--- config.mk ---
export PLATFORM = sky130hd
export DESIGN_NAME = run_ctrl
export DESIGN_NICKNAME = d
export VERILOG_FILES = /design/src/rtl/run_ctrl.sv
export SDC_FILE = /design/constraint.sdc
export NUM_CORES = 1
export LEC_CHECK = 0
export BUFFER_PORTS_ARGS = -buffer_cell sky130_fd_sc_hd__buf_2
export CORE_UTILIZATION = 50
export CTS_CLUSTER_DIAMETER = 60
export CTS_CLUSTER_SIZE = 20
export DETAILED_ROUTE_END_ITERATION = 8
export HOLD_SLACK_MARGIN = 0.15
export PLACE_DENSITY = 0.79
export SYNTH_ARGS = -nofsm -noshare
export SYNTH_HDL_FRONTEND = slang
export SYNTH_SLANG_ARGS = --single-unit
--- constraint.sdc ---
create_clock -name i_clk -period 2.85 [get_ports i_clk]
set_input_delay 0.57 -clock i_clk [delete_from_list [all_inputs] [get_ports i_clk]]
set_output_delay 0.57 -clock i_clk [all_outputs]
set_load 0.02 [all_outputs]
--- src/rtl/run_ctrl.sv ---
`default_nettype none
// ============================================================================
// Module      : run_ctrl
// Description : Run sequencer and performance monitor. Launches one of NPROG
//               programs from a loaded entry-address table, detects the
//               all-ones halt opcode, counts cycles / retired instructions /
//               taken jumps (saturating), enforces an optional cycle timeout
//               and reports completion through Ack plus a status code.
// Revision    : 1.0 - initial release
// ============================================================================
module run_ctrl #(
    parameter int IW    = 9,
    parameter int PCW   = 10,
    parameter int CW    = 16,
    parameter int NPROG = 3,
    localparam int PSW  = (NPROG > 1) ? $clog2(NPROG) : 1
) (
    input  logic           i_clk,
    input  logic           i_rst,
    input  logic           i_start,
    input  logic [PSW-1:0] i_prog_sel,
    input  logic           i_abort,
    input  logic           i_cfg_wr_en,
    input  logic [PSW-1:0] i_cfg_idx,
    input  logic [PCW-1:0] i_cfg_addr,
    input  logic [CW-1:0]  i_timeout_limit,
    input  logic [IW-1:0]  i_instruction,
    input  logic           i_retire,
    input  logic           i_taken_jump,
    output logic           o_core_start,
    output logic [PCW-1:0] o_entry_pc,
    output logic           o_running,
    output logic           o_ack,
    output logic [1:0]     o_status,
    output logic [CW-1:0]  o_cycle_ct,
    output logic [CW-1:0]  o_inst_ct,
    output logic [CW-1:0]  o_jump_ct
);

    localparam logic [1:0]   c_ST_NONE    = 2'b00;
    localparam logic [1:0]   c_ST_HALTED  = 2'b01;
    localparam logic [1:0]   c_ST_TIMEOUT = 2'b10;
    localparam logic [1:0]   c_ST_ABORTED = 2'b11;
    localparam logic [PSW:0] c_NPROG      = (PSW+1)'(NPROG);

    typedef enum logic [1:0] {
        S_IDLE   = 2'd0,
        S_LAUNCH = 2'd1,
        S_RUN    = 2'd2,
        S_DONE   = 2'd3
    } state_t;

    state_t          r_state;
    state_t          w_next_state;
    logic [PCW-1:0]  r_table [NPROG];
    logic [PCW-1:0]  r_entry_pc;
    logic [CW-1:0]   r_cycle_ct;
    logic [CW-1:0]   r_inst_ct;
    logic [CW-1:0]   r_jump_ct;
    logic [1:0]      r_status;

    logic            w_sel_ok;
    logic            w_accept;
    logic            w_status_we;
    logic [1:0]      w_status_nxt;
    logic            w_halt;
    logic            w_timeout;
    logic [CW-1:0]   w_cycle_inc;
    logic [CW-1:0]   w_inst_inc;
    logic [CW-1:0]   w_jump_inc;

    // Saturating increments: a counter at all-ones stays there.
    assign w_cycle_inc = (&r_cycle_ct) ? r_cycle_ct : r_cycle_ct + CW'(1);
    assign w_inst_inc  = (&r_inst_ct)  ? r_inst_ct  : r_inst_ct  + CW'(1);
    assign w_jump_inc  = (&r_jump_ct)  ? r_jump_ct  : r_jump_ct  + CW'(1);

    assign w_sel_ok  = ({1'b0, i_prog_sel} < c_NPROG);
    assign w_halt    = &i_instruction;
    // Compare against the post-increment count so DONE lands on exactly the limit.
    assign w_timeout = (i_timeout_limit != '0) && (w_cycle_inc == i_timeout_limit);

    // Entry-address table; writes to slots at or beyond NPROG match no slot and vanish.
    for (genvar g = 0; g < NPROG; g++) begin : g_table
        // One table slot, cleared by reset.
        always_ff @(posedge i_clk or posedge i_rst) begin
            if (i_rst) begin
                r_table[g] <= '0;
            end else if (i_cfg_wr_en && ({1'b0, i_cfg_idx} == (PSW+1)'(g))) begin
                r_table[g] <= i_cfg_addr;
            end
        end
    end

    // State register.
    always_ff @(posedge i_clk or posedge i_rst) begin
        if (i_rst) begin
            r_state <= S_IDLE;
        end else begin
            r_state <= w_next_state;
        end
    end

    // Next-state decode with exit priority Abort > halt > timeout.
    always_comb begin
        w_next_state = r_state;
        w_accept     = 1'b0;
        w_status_we  = 1'b0;
        w_status_nxt = r_status;
        if (i_abort) begin
            w_next_state = S_IDLE;
            w_status_we  = 1'b1;
            w_status_nxt = c_ST_ABORTED;
        end else begin
            case (r_state)
                S_IDLE, S_DONE: begin
                    if (i_start && w_sel_ok) begin
                        w_next_state = S_LAUNCH;
                        w_accept     = 1'b1;
                        w_status_we  = 1'b1;
                        w_status_nxt = c_ST_NONE;
                    end
                end
                S_LAUNCH: begin
                    w_next_state = S_RUN;
                end
                S_RUN: begin
                    if (w_halt) begin
                        w_next_state = S_DONE;
                        w_status_we  = 1'b1;
                        w_status_nxt = c_ST_HALTED;
                    end else if (w_timeout) begin
                        w_next_state = S_DONE;
                        w_status_we  = 1'b1;
                        w_status_nxt = c_ST_TIMEOUT;
                    end
                end
                default: begin
                    w_next_state = S_IDLE;
                end
            endcase
        end
    end

    // Entry PC is captured when the launch is accepted, so a table write during
    // LAUNCH cannot disturb the address the core is loading.
    always_ff @(posedge i_clk or posedge i_rst) begin
        if (i_rst) begin
            r_entry_pc <= '0;
        end else if (w_accept) begin
            r_entry_pc <= r_table[i_prog_sel];
        end
    end

    // Performance counters: cleared on launch, counting only in RUN (including the exit cycle).
    always_ff @(posedge i_clk or posedge i_rst) begin
        if (i_rst) begin
            r_cycle_ct <= '0;
            r_inst_ct  <= '0;
            r_jump_ct  <= '0;
        end else if (w_accept) begin
            r_cycle_ct <= '0;
            r_inst_ct  <= '0;
            r_jump_ct  <= '0;
        end else if (r_state == S_RUN) begin
            r_cycle_ct <= w_cycle_inc;
            if (i_retire) begin
                r_inst_ct <= w_inst_inc;
            end
            if (i_taken_jump) begin
                r_jump_ct <= w_jump_inc;
            end
        end
    end

    // Completion status register.
    always_ff @(posedge i_clk or posedge i_rst) begin
        if (i_rst) begin
            r_status <= c_ST_NONE;
        end else if (w_status_we) begin
            r_status <= w_status_nxt;
        end
    end

    assign o_core_start = (r_state == S_LAUNCH);
    assign o_running    = (r_state == S_RUN);
    assign o_ack        = (r_state == S_DONE);
    assign o_entry_pc   = r_entry_pc;
    assign o_status     = r_status;
    assign o_cycle_ct   = r_cycle_ct;
    assign o_inst_ct    = r_inst_ct;
    assign o_jump_ct    = r_jump_ct;

endmodule
`default_nettype wire
==> impl_metrics.xml, run 1 <==
<?xml version="1.0" encoding="UTF-8"?>
<metrics>
  <group name="drt">
    <metric name="drt-vias-per-instance" unit="">5.716</metric>
    <metric name="routed-via-count" unit="">4556</metric>
    <metric name="drtIter0Drc" unit="">188</metric>
    <metric name="wl_per_cell" unit="um">16.70</metric>
    <metric name="drt.antenna.violating_nets" unit="">0</metric>
    <metric name="totalWireLength" unit="um">13310</metric>
    <metric name="detail_route.drc_violations" unit="">0</metric>
    <metric name="drtPass1Iterations" unit="">5</metric>
  </group>
  <group name="pwr">
    <metric name="leakagePower" unit="nW">2.945</metric>
    <metric name="post-layout-total-power" unit="mW">3.930</metric>
    <metric name="total_power_divided_by_cell_area" unit="nW/um^2">626.4</metric>
    <metric name="power.ir.vdd_worst" unit="V">0.0005327</metric>
  </group>
  <group name="clocking">
    <metric name="cts-buffers-inserted" unit="">9</metric>
    <metric name="cts_tree" unit="">built</metric>
    <metric name="cts.htree.levels" unit="">3</metric>
    <metric name="cts_sinks" unit="">92</metric>
    <metric name="clk_path_buf_depth" unit="">2</metric>
    <metric name="clk_transition_reported_paths" unit="ns">0.10</metric>
    <metric name="clkLatencyLatePin" unit="ns">0.37</metric>
    <metric name="clock-root-buffer" unit="">sky130_fd_sc_hd__clkbuf_8</metric>
  </group>
  <group name="timing">
    <metric name="final-setup-viol-count" unit="">0</metric>
    <metric name="maxSlewViolCount" unit="">0</metric>
    <metric name="layout_min_cycle_time" unit="ns">2.683</metric>
    <metric name="timing_hold_violations_final" unit="">0</metric>
    <metric name="final_worst_hold_slack" unit="ns">0.4582</metric>
    <metric name="finClkSkew" unit="ns">0.009597</metric>
    <metric name="slew_headroom" unit="">0.5500</metric>
    <metric name="max_freq" unit="GHz">0.3727</metric>
    <metric name="timing.final.crit_share" unit="">0.9414</metric>
    <metric name="timing_worst_slew_pin_value" unit="ns">0.6749</metric>
  </group>
  <group name="job">
    <metric name="cap_violations" unit="">0</metric>
  </group>
  <group name="placement">
    <metric name="dpl.cell_count" unit="">774</metric>
    <metric name="detailedPlacementHpwl" unit="um">9764</metric>
    <metric name="buffer_ports.inserted" unit="">108</metric>
    <metric name="finalWeightedCongestion" unit="">0.9929</metric>
  </group>
  <group name="yosys">
    <metric name="yosysUniqueCellTypes" unit="">53</metric>
    <metric name="yosysWarnings" unit="">0</metric>
    <metric name="synth.top_cell.area_share" unit="">0.4423</metric>
    <metric name="most_frequent_cells_after_synthesis" unit="">92 x sky130_fd_sc_hd__dfrtp_1, 74 x sky130_fd_sc_hd__nor2_1, 42 x sky130_fd_sc_hd__a21oi_1, 34 x sky130_fd_sc_hd__nand2_1, 31 x sky130_fd_sc_hd__mux2_2</metric>
    <metric name="synth-seq-area-share" unit="">0.4423</metric>
    <metric name="synthesis.area_per_instance" unit="sq um">9.639</metric>
    <metric name="postSynthCellCount" unit="">540</metric>
    <metric name="synth_area_leaders" unit="">sky130_fd_sc_hd__dfrtp_1 44%, sky130_fd_sc_hd__mux2_2 6.7%, sky130_fd_sc_hd__nor2_1 5.3%</metric>
    <metric name="synth.net_count" unit="">592</metric>
    <metric name="synth_largest_area_cell" unit="">sky130_fd_sc_hd__dfrtp_1</metric>
    <metric name="synth.ff_latch_count" unit="">92</metric>
    <metric name="async_reset_ff_frac" unit="">1.000</metric>
    <metric name="synth_ff_type" unit="">sky130_fd_sc_hd__dfrtp_1</metric>
    <metric name="synth_enable_flop_cells" unit="">0</metric>
    <metric name="mappedNetlistArea" unit="sq um">5205</metric>
    <metric name="yosysMostFrequentCell" unit="">sky130_fd_sc_hd__dfrtp_1</metric>
  </group>
  <group name="layout">
    <metric name="finalNetCount" unit="">711</metric>
    <metric name="area.growth.synth_to_final" unit="%">20.53</metric>
    <metric name="final_layout_size_suffix_gt1_frac" unit="">0.3102</metric>
    <metric name="insertedDiodeCount" unit="">0</metric>
    <metric name="filler_cell_count" unit="">855</metric>
    <metric name="multi_input_comb_area" unit="sq um">2761</metric>
    <metric name="stdcell_count" unit="">797</metric>
    <metric name="final-seq-area" unit="sq um">2306</metric>
  </group>
  <group name="floorplanning">
    <metric name="fp.dieArea" unit="sq um">10820</metric>
    <metric name="core_area" unit="sq um">9910</metric>
    <metric name="initial_core_utilization" unit="">0.5253</metric>
    <metric name="placement_rows" unit="">36</metric>
    <metric name="die_height" unit="um">104.0</metric>
    <metric name="boundaryPins" unit="">109</metric>
    <metric name="die_width" unit="um">104.0</metric>
  </group>
  <group name="setup_path">
    <metric name="worst-path-max-fanout" unit="">6</metric>
    <metric name="worstSetupEndpoint" unit="">r_state[0]$_DFFE_PP0P_</metric>
    <metric name="critical_path.startpoint_type" unit="">flip-flop</metric>
    <metric name="worst_ep_arrival_time" unit="ns">2.94</metric>
    <metric name="r2r_slack" unit="ns">0.17</metric>
    <metric name="worst-endpoint-required" unit="ns">3.10</metric>
    <metric name="critical_path.reg2reg.startpoint" unit="">o_cycle_ct[6]$_DFFE_PP0P_</metric>
    <metric name="criticalPathCategory" unit="">reg -&gt; reg</metric>
    <metric name="ff2ff_path_depth" unit="">8</metric>
    <metric name="slowest_delay" unit="ns">0.49</metric>
    <metric name="crit_path_top_delay_cell" unit="">sky130_fd_sc_hd__dfrtp_1</metric>
    <metric name="critical_path.endpoint_type" unit="">flip-flop</metric>
    <metric name="timing.rr.end" unit="">r_state[0]$_DFFE_PP0P_</metric>
    <metric name="setup.worst_path.start" unit="">o_cycle_ct[6]$_DFFE_PP0P_</metric>
    <metric name="critical_path.cell_chain" unit="">and4_1 &gt; nand4_1 &gt; a32o_1 &gt; a2111oi_2 &gt; and4b_1 &gt; nand4_2 &gt; a22oi_2 &gt; mux2_1</metric>
  </group>
  <group name="global_route">
    <metric name="antenna_found_initial" unit="">0</metric>
    <metric name="first_global_vias" unit="">4413</metric>
    <metric name="grt.overflow.total" unit="">0</metric>
    <metric name="grt_first_pass_wirelength" unit="um">22130</metric>
    <metric name="track_usage" unit="">0.2566</metric>
    <metric name="largest_net_degree_at_the_start_of_global_routing" unit="">84</metric>
  </group>
  <group name="min_path">
    <metric name="min-delay-path-class" unit="">in -&gt; reg</metric>
  </group>
  <group name="outcome">
    <metric name="status" unit="">completed</metric>
  </group>
</metrics>
==> flip-flops by register name (all words and copies together), names as in the netlist <==
name / count
o_cycle_ct: 16
o_entry_pc: 10
o_inst_ct: 16
o_jump_ct: 16
o_status: 2
r_state: 2
r_table: 30
==> worst min path at each step <==
| stage | start | end | slack, ns | cells past startpoint |
|---|---|---|---|---|
| floorplan | r_table[0]$_DFFE_PP0P_ | r_table[0]$_DFFE_PP0P_ | 0.48 | 1 |
| global placement | r_table[5]$_DFFE_PP0P_ | r_table[5]$_DFFE_PP0P_ | 0.49 | 1 |
| detailed placement | r_table[5]$_DFFE_PP0P_ | r_table[5]$_DFFE_PP0P_ | 0.49 | 1 |
| CTS | i_cfg_addr[2] | r_table[22]$_DFFE_PP0P_ | 0.44 | 2 |
| global route | i_cfg_addr[6] | r_table[16]$_DFFE_PP0P_ | 0.44 | 2 |
| finish | i_cfg_addr[1] | r_table[1]$_DFFE_PP0P_ | 0.46 | 2 |
==> repair_timing <==
action	CTS	global route
endpoints found under the hold margin	9	0
pin swaps	0	3
hold buffers	1	0
setup endpoints to repair	1	4
resized for setup	1	8
buffers inserted	0	6
==> cell families (layout without fill, tap and decap cells) <==
family          Yosys count  after routing  synth area share
simple gates            226            226            0.2312
flops                    92             92            0.4423
compound gates           78             78           0.09135
mux                      50             50            0.1038
xor+xnor                 48             48           0.08341
buf+inv                  40            164           0.03341
fa+ha+maj                 6              6           0.01442
==> cells in the final DEF, fill, tap and decap left out, drive strengths merged, types with 3 or more instances in the layout <==
cell    synthesis  layout
buf            18     140
dfrtp          92      92
nor2           74      74
a21oi          42      42
nand2          34      34
mux2           32      32
nand3          27      27
xor2           24      24
xnor2          23      23
nand4          21      21
mux2i          18      18
and4           14      14
o21ai          14      14
nor3           14      14
or3            10      10
inv             7      10
nor4           10      10
clkbuf         15       9
ha              6       6
nand3b          5       5
and3            4       4
nand2b          3       3
a31oi           3       3
and2            3       3
==> cell type report <==
type	count	area share
Clock buffer	9	0.01974
Sequential cell	92	0.3676
Clock inverter	7	0.01316
Inverter	7	0.004787
Multi-Input combinational cell	408	0.4402
Tap cell	133	0.02653
Timing Repair Buffer	141	0.1280
==> stage by stage <==
stage | utilization | area, sq um | setup TNS (ns) | worst slack (ns)
floorplan | - | 5209 | 0 | 0.09193
global placement | 0.6035 | 5981 | 0 | 0.03335
detailed placement | 0.6035 | 5981 | -0.04841 | -0.04841
global route | 0.6331 | 6274 | -0.004646 | -0.004646
CTS | 0.6254 | 6197 | 0 | 0.03481
finish | 0.6331 | 6274 | 0 | 0.1671
==> worst max-delay path: cells and delay by family (launching register included) <==
family / cells / cell delay, ns
multiplexers: 1 / 0.35
AO/OA/AOI/OAI: 3 / 0.74
AND/OR/NAND/NOR: 4 / 0.99
flip-flops: 1 / 0.49
==> report_power, final <==
group / total (mW) / internal, mW / switching (mW)
Clock: 0.923 / 0.422 / 0.501
Sequential: 1.72 / 1.54 / 0.180
Combinational: 1.29 / 0.514 / 0.773
Total: 3.93 / 2.48 / 1.45
==> metal layers <==
| metal | global-route usage | vias to the layer above | part of all wire |
|---|---|---|---|
| met3 | 0.05514 | 22 | 0.065 |
| met1 | 0.3426 | 2209 | 0.44 |
| met5 | 0 | - | 0 |
| li1 | - | 2168 | - |
| met4 | 0.09796 | 0 | 0.021 |
| met2 | 0.4095 | 157 | 0.48 |
Power figures use the tool's default switching activity.
==> run 2, diff against run 1 <==
MAX_ROUTING_LAYER = met4   (was not set)
==> run 2 against run 1 <==
First-iteration DRC count grew 31%. Sequential share of layout area increased by 0.074 points. Utilization rose by 0.11 points. Power is 1.2% higher. Non-clock buffer count is 2 lower. Worst setup slack better by 0.026 ns. Register-to-register slack better by 0.03 ns. Highest routed layer unchanged.
==> impl_metrics.xml, run 2 (synthesized netlist as in run 1, its figures left out) <==
<?xml version="1.0" encoding="UTF-8"?>
<metrics>
  <group name="outcome">
    <metric name="status" unit="">completed</metric>
  </group>
  <group name="setup_path">
    <metric name="critical_path_stages" unit="">9</metric>
    <metric name="critical_path.endpoint_type" unit="">flip-flop</metric>
    <metric name="critical_path.top_delay_family" unit="">simple AND/OR/NAND/NOR gates</metric>
    <metric name="critical_path.cell_chain" unit="">buf_4 &gt; and4_1 &gt; nand4_1 &gt; a32o_1 &gt; a2111oi_2 &gt; and4b_1 &gt; nand4_2 &gt; a22oi_2 &gt; mux2_1</metric>
    <metric name="worst-endpoint-required" unit="ns">3.09</metric>
    <metric name="path_buf_inv" unit="">1</metric>
    <metric name="critical_path.startpoint_type" unit="">flip-flop</metric>
    <metric name="crit_path_top_delay_cell" unit="">sky130_fd_sc_hd__dfrtp_2</metric>
    <metric name="criticalPathCategory" unit="">reg -&gt; reg</metric>
    <metric name="slowest_delay" unit="ns">0.46</metric>
    <metric name="worst_ep_arrival_time" unit="ns">2.90</metric>
    <metric name="ff2ff_path_depth" unit="">9</metric>
    <metric name="worst-path-max-fanout" unit="">7</metric>
  </group>
  <group name="drt">
    <metric name="wl_per_cell" unit="um">16.77</metric>
    <metric name="drt.antenna.violating_nets" unit="">0</metric>
    <metric name="drt-vias-per-instance" unit="">5.770</metric>
    <metric name="totalWireLength" unit="um">13350</metric>
    <metric name="detail_route.drc_violations" unit="">0</metric>
    <metric name="routed-via-count" unit="">4593</metric>
    <metric name="drtPass1Iterations" unit="">5</metric>
    <metric name="drtIter0Drc" unit="">247</metric>
  </group>
  <group name="layout">
    <metric name="top_register_by_number_of_flip_flops" unit="">r_table</metric>
    <metric name="stdcell_count" unit="">796</metric>
    <metric name="most_frequent_standard_cell_in_the_layout_excluding_fill_and_tap_cells" unit="">sky130_fd_sc_hd__buf_2</metric>
    <metric name="filler_cell_count" unit="">874</metric>
    <metric name="final_layout_size_suffix_gt1_frac" unit="">0.3167</metric>
    <metric name="final_cell_mix" unit="">108 x sky130_fd_sc_hd__buf_2, 82 x sky130_fd_sc_hd__dfrtp_1, 74 x sky130_fd_sc_hd__nor2_1</metric>
    <metric name="insertedDiodeCount" unit="">0</metric>
    <metric name="finalInstanceArea" unit="sq um">6285</metric>
    <metric name="post-route-util" unit="">0.6342</metric>
    <metric name="finalNetCount" unit="">710</metric>
    <metric name="area.growth.synth_to_final" unit="%">20.75</metric>
    <metric name="flip_flop_count_of_the_largest_register_all_copies_and_words_added" unit="">30</metric>
  </group>
  <group name="min_path">
    <metric name="min-delay-path-class" unit="">in -&gt; reg</metric>
    <metric name="whs_path_depth" unit="">2</metric>
  </group>
  <group name="job">
    <metric name="cap_violations" unit="">0</metric>
  </group>
  <group name="pwr">
    <metric name="power.ir.vdd_worst" unit="V">0.0004855</metric>
    <metric name="total_power_divided_by_cell_area" unit="nW/um^2">632.8</metric>
    <metric name="leakagePower" unit="nW">2.926</metric>
  </group>
  <group name="timing">
    <metric name="fin_tns_setup" unit="ns">0</metric>
    <metric name="max_freq" unit="GHz">0.3764</metric>
    <metric name="grt_setup_unrepaired" unit="">no</metric>
    <metric name="layout_min_cycle_time" unit="ns">2.656</metric>
    <metric name="slew_headroom" unit="">0.5489</metric>
    <metric name="final-setup-viol-count" unit="">0</metric>
    <metric name="maxSlewViolCount" unit="">0</metric>
    <metric name="timing.final.crit_share" unit="">0.9321</metric>
    <metric name="timing_worst_slew_pin_value" unit="ns">0.6767</metric>
    <metric name="post-route-worst-setup-slack" unit="ns">0.1936</metric>
    <metric name="finClkSkew" unit="ns">0.01728</metric>
    <metric name="timing_hold_violations_final" unit="">0</metric>
  </group>
  <group name="placement">
    <metric name="buffer_ports.inserted" unit="">108</metric>
    <metric name="setup_ws_pre_cts" unit="ns">0.05185</metric>
    <metric name="detailedPlacementHpwl" unit="um">9699</metric>
    <metric name="dpl.cell_count" unit="">771</metric>
    <metric name="post_dp_cell_area" unit="sq um">5958</metric>
    <metric name="finalWeightedCongestion" unit="">0.9655</metric>
  </group>
  <group name="global_route">
    <metric name="track_usage" unit="">0.2619</metric>
    <metric name="largest_net_degree_at_the_start_of_global_routing" unit="">84</metric>
    <metric name="grt.overflow.total" unit="">0</metric>
    <metric name="grt_first_pass_wirelength" unit="um">22100</metric>
    <metric name="antenna_found_initial" unit="">0</metric>
    <metric name="first_global_vias" unit="">4443</metric>
  </group>
  <group name="floorplanning">
    <metric name="placement_rows" unit="">36</metric>
    <metric name="die_width" unit="um">104.0</metric>
    <metric name="fp.dieArea" unit="sq um">10820</metric>
    <metric name="boundaryPins" unit="">109</metric>
    <metric name="die_height" unit="um">104.0</metric>
    <metric name="initial_core_utilization" unit="">0.5253</metric>
    <metric name="core_area" unit="sq um">9910</metric>
  </group>
  <group name="clocking">
    <metric name="clkLatencyLatePin" unit="ns">0.36</metric>
    <metric name="clk_transition_reported_paths" unit="ns">0.10</metric>
    <metric name="clk_path_buf_depth" unit="">2</metric>
    <metric name="cts-buffers-inserted" unit="">9</metric>
    <metric name="cts_sinks" unit="">92</metric>
    <metric name="cts.htree.levels" unit="">3</metric>
    <metric name="clock-root-buffer" unit="">sky130_fd_sc_hd__clkbuf_8</metric>
    <metric name="cts_tree" unit="">built</metric>
  </group>
</metrics>
run 2: cell type report:
| type | count | area [sq um] | area share |
|---|---|---|---|
| clock buffer | 10 | 127.6 | 0.02031 |
| clock inverter | 6 | 95.09 | 0.01513 |
| inverter | 7 | 30.03 | 0.004778 |
| multi-input combinational | 409 | 2763 | 0.4396 |
| sequential | 92 | 2315 | 0.3683 |
| tap | 133 | 166.4 | 0.02648 |
| timing repair buffer | 139 | 788.3 | 0.1254 |
run 2: repair_timing:
item | in CTS | in global routing
setup endpoints to repair | 0 | 1
gates resized for setup | 0 | 15
setup buffers | 0 | 7
hold buffers | 1 | 0
hold endpoints to repair | 9 | 0
run 2: path summary, 6_finish.rpt:
| check | from | end | slack [ns] |
|---|---|---|---|
| worst max-delay path | o_cycle_ct[11]$_DFFE_PP0P_ | r_state[0]$_DFFE_PP0P_ | 0.19 |
| worst min-delay path | i_cfg_addr[7] | r_table[17]$_DFFE_PP0P_ | 0.47 |
| worst max register to register | o_cycle_ct[11]$_DFFE_PP0P_ | r_state[0]$_DFFE_PP0P_ | 0.19 |
| worst min register to register | r_table[29]$_DFFE_PP0P_ | r_table[29]$_DFFE_PP0P_ | 0.51 |
| max in group asynchronous | i_rst | o_cycle_ct[13]$_DFFE_PP0P_ | 1.46 |
| min in group asynchronous | i_rst | o_inst_ct[3]$_DFFE_PP0P_ | 0.70 |
run 2: through the flow:
| stage | power [mW] | hold slack (ns) |
|---|---|---|
| global placement | 2.965 | 0.4863 |
| detailed placement | 3.019 | 0.4930 |
| global route | 4.209 | 0.4498 |
| finish | 3.977 | 0.4657 |
| CTS | 3.999 | 0.4522 |
| floorplan | 2.571 | 0.4792 |
run 2: power by group:
part           switching [mW]  internal, mW  total [mW]
Sequential              0.185          1.54        1.72
Clock                   0.466         0.504       0.970
Combinational           0.770         0.515        1.28
Total                    1.42          2.56        3.98
run 2: layer usage:
metal	up-vias	share of wire	track usage
met3	24	0.061	0.04073
met4	0	0.017	0.09694
met1	2230	0.44	0.3455
li1	2172	-	-
met2	167	0.48	0.4100
met5	-	0	-
run 2: worst reg2reg max path: stages (launching register included):
cell and delay (ns):
sky130_fd_sc_hd__dfrtp_2 0.46, sky130_fd_sc_hd__buf_4 0.15, sky130_fd_sc_hd__and4_1 0.30, sky130_fd_sc_hd__nand4_1 0.14, sky130_fd_sc_hd__a32o_1 0.26, sky130_fd_sc_hd__a2111oi_2 0.28, sky130_fd_sc_hd__and4b_1 0.26, sky130_fd_sc_hd__nand4_2 0.15
sky130_fd_sc_hd__a22oi_2 0.22, sky130_fd_sc_hd__mux2_1 0.33
==> run 3, diff against run 2 <==
ABC_AREA = 1   (was not set)
==> run 3 against run 2 <==
Sequential power about the same. Global-route usage up 0.96 points. Register-to-register slack better by 0.16 ns. Final cell count up 16%. Clock skew down 0.010 ns. Power down 1.1%.
==> impl_metrics.xml, run 3 <==
<?xml version="1.0" encoding="UTF-8"?>
<metrics>
  <group name="layout">
    <metric name="multi_input_comb_area" unit="sq um">2359</metric>
    <metric name="finalInstanceArea" unit="sq um">5997</metric>
    <metric name="final_layout_size_suffix_gt1_frac" unit="">0.1955</metric>
    <metric name="flip_flop_count_of_the_largest_register_all_copies_and_words_added" unit="">30</metric>
    <metric name="area.growth.synth_to_final" unit="%">18.23</metric>
    <metric name="final-seq-area" unit="sq um">2302</metric>
    <metric name="top_register_by_number_of_flip_flops" unit="">r_table</metric>
    <metric name="insertedDiodeCount" unit="">0</metric>
    <metric name="final_cell_mix" unit="">144 x sky130_fd_sc_hd__nand2_1, 108 x sky130_fd_sc_hd__buf_2, 92 x sky130_fd_sc_hd__dfrtp_1</metric>
    <metric name="filler_cell_count" unit="">926</metric>
    <metric name="most_frequent_standard_cell_in_the_layout_excluding_fill_and_tap_cells" unit="">sky130_fd_sc_hd__nand2_1</metric>
    <metric name="finalNetCount" unit="">840</metric>
  </group>
  <group name="setup_path">
    <metric name="critical_path.startpoint_type" unit="">flip-flop</metric>
    <metric name="setup.worst_path.start" unit="">o_cycle_ct[0]$_DFFE_PP0P_</metric>
    <metric name="slowest_delay" unit="ns">0.42</metric>
    <metric name="timing.rr.end" unit="">o_status[0]$_DFFE_PP0P_</metric>
    <metric name="critical_path_stages" unit="">18</metric>
    <metric name="criticalPathCategory" unit="">reg -&gt; reg</metric>
    <metric name="worst_ep_arrival_time" unit="ns">2.77</metric>
    <metric name="path_buf_inv" unit="">1</metric>
    <metric name="ff2ff_path_depth" unit="">18</metric>
    <metric name="crit_path_top_delay_cell" unit="">sky130_fd_sc_hd__dfrtp_1</metric>
    <metric name="worst-endpoint-required" unit="ns">3.12</metric>
    <metric name="worstSetupEndpoint" unit="">o_status[0]$_DFFE_PP0P_</metric>
    <metric name="r2r_slack" unit="ns">0.35</metric>
    <metric name="critical_path.endpoint_type" unit="">flip-flop</metric>
    <metric name="critical_path.cell_chain" unit="">ha_1 &gt; inv_2 &gt; nor2_4 &gt; nand2_4 &gt; xor2_1 &gt; nand2_1 &gt; nand2_1 &gt; nand2_1 &gt; nor2_1 &gt; nand3_1 &gt; nor2_1 &gt; nand2_1 &gt; nand2_2 &gt; nand2_2 &gt; nand2_4 &gt; nand2_2 &gt; nand2_1 &gt; nand2_1</metric>
    <metric name="worst-path-max-fanout" unit="">6</metric>
    <metric name="crit_top_cell" unit="">sky130_fd_sc_hd__nand2_1</metric>
    <metric name="critical_path.reg2reg.startpoint" unit="">o_cycle_ct[0]$_DFFE_PP0P_</metric>
    <metric name="critical_path.top_delay_family" unit="">simple AND/OR/NAND/NOR gates</metric>
  </group>
  <group name="job">
    <metric name="cap_violations" unit="">0</metric>
  </group>
  <group name="placement">
    <metric name="post_dp_cell_area" unit="sq um">5756</metric>
    <metric name="finalWeightedCongestion" unit="">0.9569</metric>
    <metric name="detailedPlacementHpwl" unit="um">9476</metric>
    <metric name="buffer_ports.inserted" unit="">108</metric>
  </group>
  <group name="pwr">
    <metric name="power.switching" unit="mW">1.473</metric>
    <metric name="leakagePower" unit="nW">3.111</metric>
    <metric name="total_power_divided_by_cell_area" unit="nW/um^2">655.7</metric>
    <metric name="power.ir.vdd_worst" unit="V">0.0003361</metric>
    <metric name="pwr-share-seq" unit="">0.435</metric>
    <metric name="comb_power_share" unit="">0.305</metric>
    <metric name="switching_share" unit="">0.3746</metric>
    <metric name="cellInternalPower" unit="mW">2.459</metric>
    <metric name="power.clock.fraction" unit="">0.260</metric>
  </group>
  <group name="timing">
    <metric name="layout_min_cycle_time" unit="ns">2.500</metric>
    <metric name="maxSlewViolCount" unit="">0</metric>
    <metric name="finClkSkew" unit="ns">0.007029</metric>
    <metric name="timing.final.crit_share" unit="">0.8772</metric>
    <metric name="fin_tns_setup" unit="ns">0</metric>
    <metric name="max_freq" unit="GHz">0.4000</metric>
    <metric name="timing_hold_violations_final" unit="">0</metric>
    <metric name="final-setup-viol-count" unit="">0</metric>
    <metric name="timing_worst_slew_pin_value" unit="ns">0.6857</metric>
    <metric name="grt_setup_unrepaired" unit="">no</metric>
    <metric name="slew_headroom" unit="">0.5416</metric>
  </group>
  <group name="floorplanning">
    <metric name="core_area" unit="sq um">9819</metric>
    <metric name="die_width" unit="um">102.7</metric>
    <metric name="initial_core_utilization" unit="">0.5166</metric>
    <metric name="placement_rows" unit="">36</metric>
    <metric name="fp.dieArea" unit="sq um">10550</metric>
    <metric name="die_height" unit="um">102.7</metric>
    <metric name="boundaryPins" unit="">109</metric>
  </group>
  <group name="yosys">
    <metric name="synth.top_cell.area_share" unit="">0.4539</metric>
    <metric name="synth_enable_flop_cells" unit="">0</metric>
    <metric name="yosysUniqueCellTypes" unit="">40</metric>
    <metric name="synth_largest_area_cell" unit="">sky130_fd_sc_hd__dfrtp_1</metric>
    <metric name="synthesis.area_per_instance" unit="sq um">7.427</metric>
    <metric name="synth.ff_latch_count" unit="">92</metric>
    <metric name="async_reset_ff_frac" unit="">1.000</metric>
    <metric name="yosysWarnings" unit="">0</metric>
    <metric name="synth_area_leaders" unit="">sky130_fd_sc_hd__dfrtp_1 45%, sky130_fd_sc_hd__nand2_1 11%, sky130_fd_sc_hd__nor2_1 6.7%</metric>
    <metric name="yosysMostFrequentCell" unit="">sky130_fd_sc_hd__nand2_1</metric>
    <metric name="synth_ff_type" unit="">sky130_fd_sc_hd__dfrtp_1</metric>
    <metric name="mappedNetlistArea" unit="sq um">5072</metric>
    <metric name="synth-seq-area-share" unit="">0.4539</metric>
    <metric name="postSynthCellCount" unit="">683</metric>
    <metric name="most_frequent_cells_after_synthesis" unit="">144 x sky130_fd_sc_hd__nand2_1, 92 x sky130_fd_sc_hd__dfrtp_1, 90 x sky130_fd_sc_hd__nor2_1, 81 x sky130_fd_sc_hd__inv_1, 67 x sky130_fd_sc_hd__o21ai_0</metric>
    <metric name="synth.net_count" unit="">735</metric>
  </group>
  <group name="drt">
    <metric name="detail_route.drc_violations" unit="">0</metric>
    <metric name="totalWireLength" unit="um">12950</metric>
    <metric name="routed-via-count" unit="">4946</metric>
    <metric name="drt-vias-per-instance" unit="">5.341</metric>
    <metric name="wl_per_cell" unit="um">13.98</metric>
    <metric name="drtPass1Iterations" unit="">6</metric>
    <metric name="drt.antenna.violating_nets" unit="">0</metric>
    <metric name="drtIter0Drc" unit="">251</metric>
  </group>
  <group name="min_path">
    <metric name="min-delay-path-class" unit="">in -&gt; reg</metric>
  </group>
  <group name="global_route">
    <metric name="first_global_vias" unit="">4603</metric>
    <metric name="largest_net_degree_at_the_start_of_global_routing" unit="">65</metric>
    <metric name="grt.overflow.total" unit="">0</metric>
    <metric name="grt_first_pass_wirelength" unit="um">21400</metric>
    <metric name="antenna_found_initial" unit="">0</metric>
    <metric name="track_usage" unit="">0.2714</metric>
  </group>
  <group name="clocking">
    <metric name="clock-root-buffer" unit="">sky130_fd_sc_hd__clkbuf_8</metric>
    <metric name="clk_path_buf_depth" unit="">2</metric>
    <metric name="cts.htree.levels" unit="">3</metric>
    <metric name="cts_sinks" unit="">92</metric>
    <metric name="cts-buffers-inserted" unit="">9</metric>
    <metric name="clk_transition_reported_paths" unit="ns">0.09</metric>
    <metric name="post_cts_resize_count" unit="">0</metric>
    <metric name="clkLatencyLatePin" unit="ns">0.37</metric>
    <metric name="cts_tree" unit="">built</metric>
  </group>
  <group name="outcome">
    <metric name="status" unit="">completed</metric>
  </group>
</metrics>
[run 3: cell types whose count changed after synthesis, sizes merged, moves of 18 or more]
cell / previous run / this run
a21oi: 42 / 20
o21ai: 14 / 73
nor2: 74 / 96
inv: 7 / 84
mux2: 32 / 0
nand2: 34 / 153
mux2i: 18 / 0
nand3: 27 / 64
xnor2: 23 / 1
[run 3: cell families after synthesis]
family                     count (synthesis)  synth area share
AOI/OAI and AO/OA                        116            0.1233
xor gates and xnor gates                  11           0.01899
adders and majority gates                  6           0.01480
buffers and inverters                    107           0.08115
DFF                                       92            0.4539
and+or+nand+nor                          351            0.3078
[run 3: power by group through the flow]
stage / combinational [mW] / sequential (mW) / clock (mW)
after floorplan: 0.641 / 1.88 / 0
after global placement: 1.18 / 1.72 / 0
after detailed placement: 1.20 / 1.73 / 0
after CTS: 1.20 / 1.71 / 1.04
after global routing: 1.35 / 1.74 / 1.09
final: 1.20 / 1.71 / 1.02
[run 3: final cells by class]
| cell class | count | share of cell area |
|---|---|---|
| Clock buffer | 10 | 0.02295 |
| Clock inverter | 6 | 0.01565 |
| Inverter | 85 | 0.05383 |
| Multi-Input combinational cell | 484 | 0.3933 |
| Sequential cell | 92 | 0.3839 |
| Tap cell | 133 | 0.02775 |
| Timing Repair Buffer | 116 | 0.1026 |
[run 3: worst min path at each step]
| stage | to | slack [ns] | depth (start not counted) | startpoint |
|---|---|---|---|---|
| floorplan | r_table[20]$_DFFE_PP0P_ | 0.45 | 2 | r_table[20]$_DFFE_PP0P_ |
| global placement | r_table[20]$_DFFE_PP0P_ | 0.46 | 2 | r_table[20]$_DFFE_PP0P_ |
| detailed placement | r_table[27]$_DFFE_PP0P_ | 0.47 | 2 | r_table[27]$_DFFE_PP0P_ |
| CTS | r_table[9]$_DFFE_PP0P_ | 0.46 | 3 | i_cfg_addr[9] |
| global route | r_table[1]$_DFFE_PP0P_ | 0.48 | 3 | i_cfg_addr[1] |
| finish | r_table[9]$_DFFE_PP0P_ | 0.47 | 3 | i_cfg_addr[9] |
[run 3: metal layers]
layer,track usage,vias to the layer above,share of wire
met3,0.03932,28,0.064
met1,0.3437,2311,0.44
met5,-,-,0
li1,-,2434,-
met4,0.1231,0,0.029
met2,0.4318,173,0.47
[run 3: through the flow]
step / util / power [mW] / hold slack (ns) / setup slack, ns / std cells
3_5_place_dp: 0.5861 / 2.928 / 0.4698 / 0.3968 / 909
5_1_grt: 0.6107 / 4.183 / 0.4829 / 0.08749 / 926
2_1_floorplan: - / 2.517 / 0.4479 / 0.5563 / 683
3_3_place_gp: 0.5861 / 2.898 / 0.4604 / 0.4643 / 909
6_report: 0.6107 / 3.932 / 0.4726 / 0.3500 / 926
4_1_cts: 0.6107 / 3.953 / 0.4631 / 0.3790 / 926
[run 3: what timing repair did]
item	4_1_cts	5_1_grt
setup buffers	0	0
hold endpoints to repair	8	0
hold buffers	1	0
[run 3: worst reg2reg max path, cell delays in order (launching register included)]
cell and delay [ns]:
sky130_fd_sc_hd__dfrtp_1 0.42, sky130_fd_sc_hd__ha_1 0.32, sky130_fd_sc_hd__inv_2 0.07, sky130_fd_sc_hd__nor2_4 0.15, sky130_fd_sc_hd__nand2_4 0.09, sky130_fd_sc_hd__xor2_1 0.24, sky130_fd_sc_hd__nand2_1 0.11, sky130_fd_sc_hd__nand2_1 0.07
sky130_fd_sc_hd__nand2_1 0.04, sky130_fd_sc_hd__nor2_1 0.13, sky130_fd_sc_hd__nand3_1 0.12, sky130_fd_sc_hd__nor2_1 0.17, sky130_fd_sc_hd__nand2_1 0.09, sky130_fd_sc_hd__nand2_2 0.07, sky130_fd_sc_hd__nand2_2 0.06, sky130_fd_sc_hd__nand2_4 0.08
sky130_fd_sc_hd__nand2_2 0.06, sky130_fd_sc_hd__nand2_1 0.06, sky130_fd_sc_hd__nand2_1 0.04
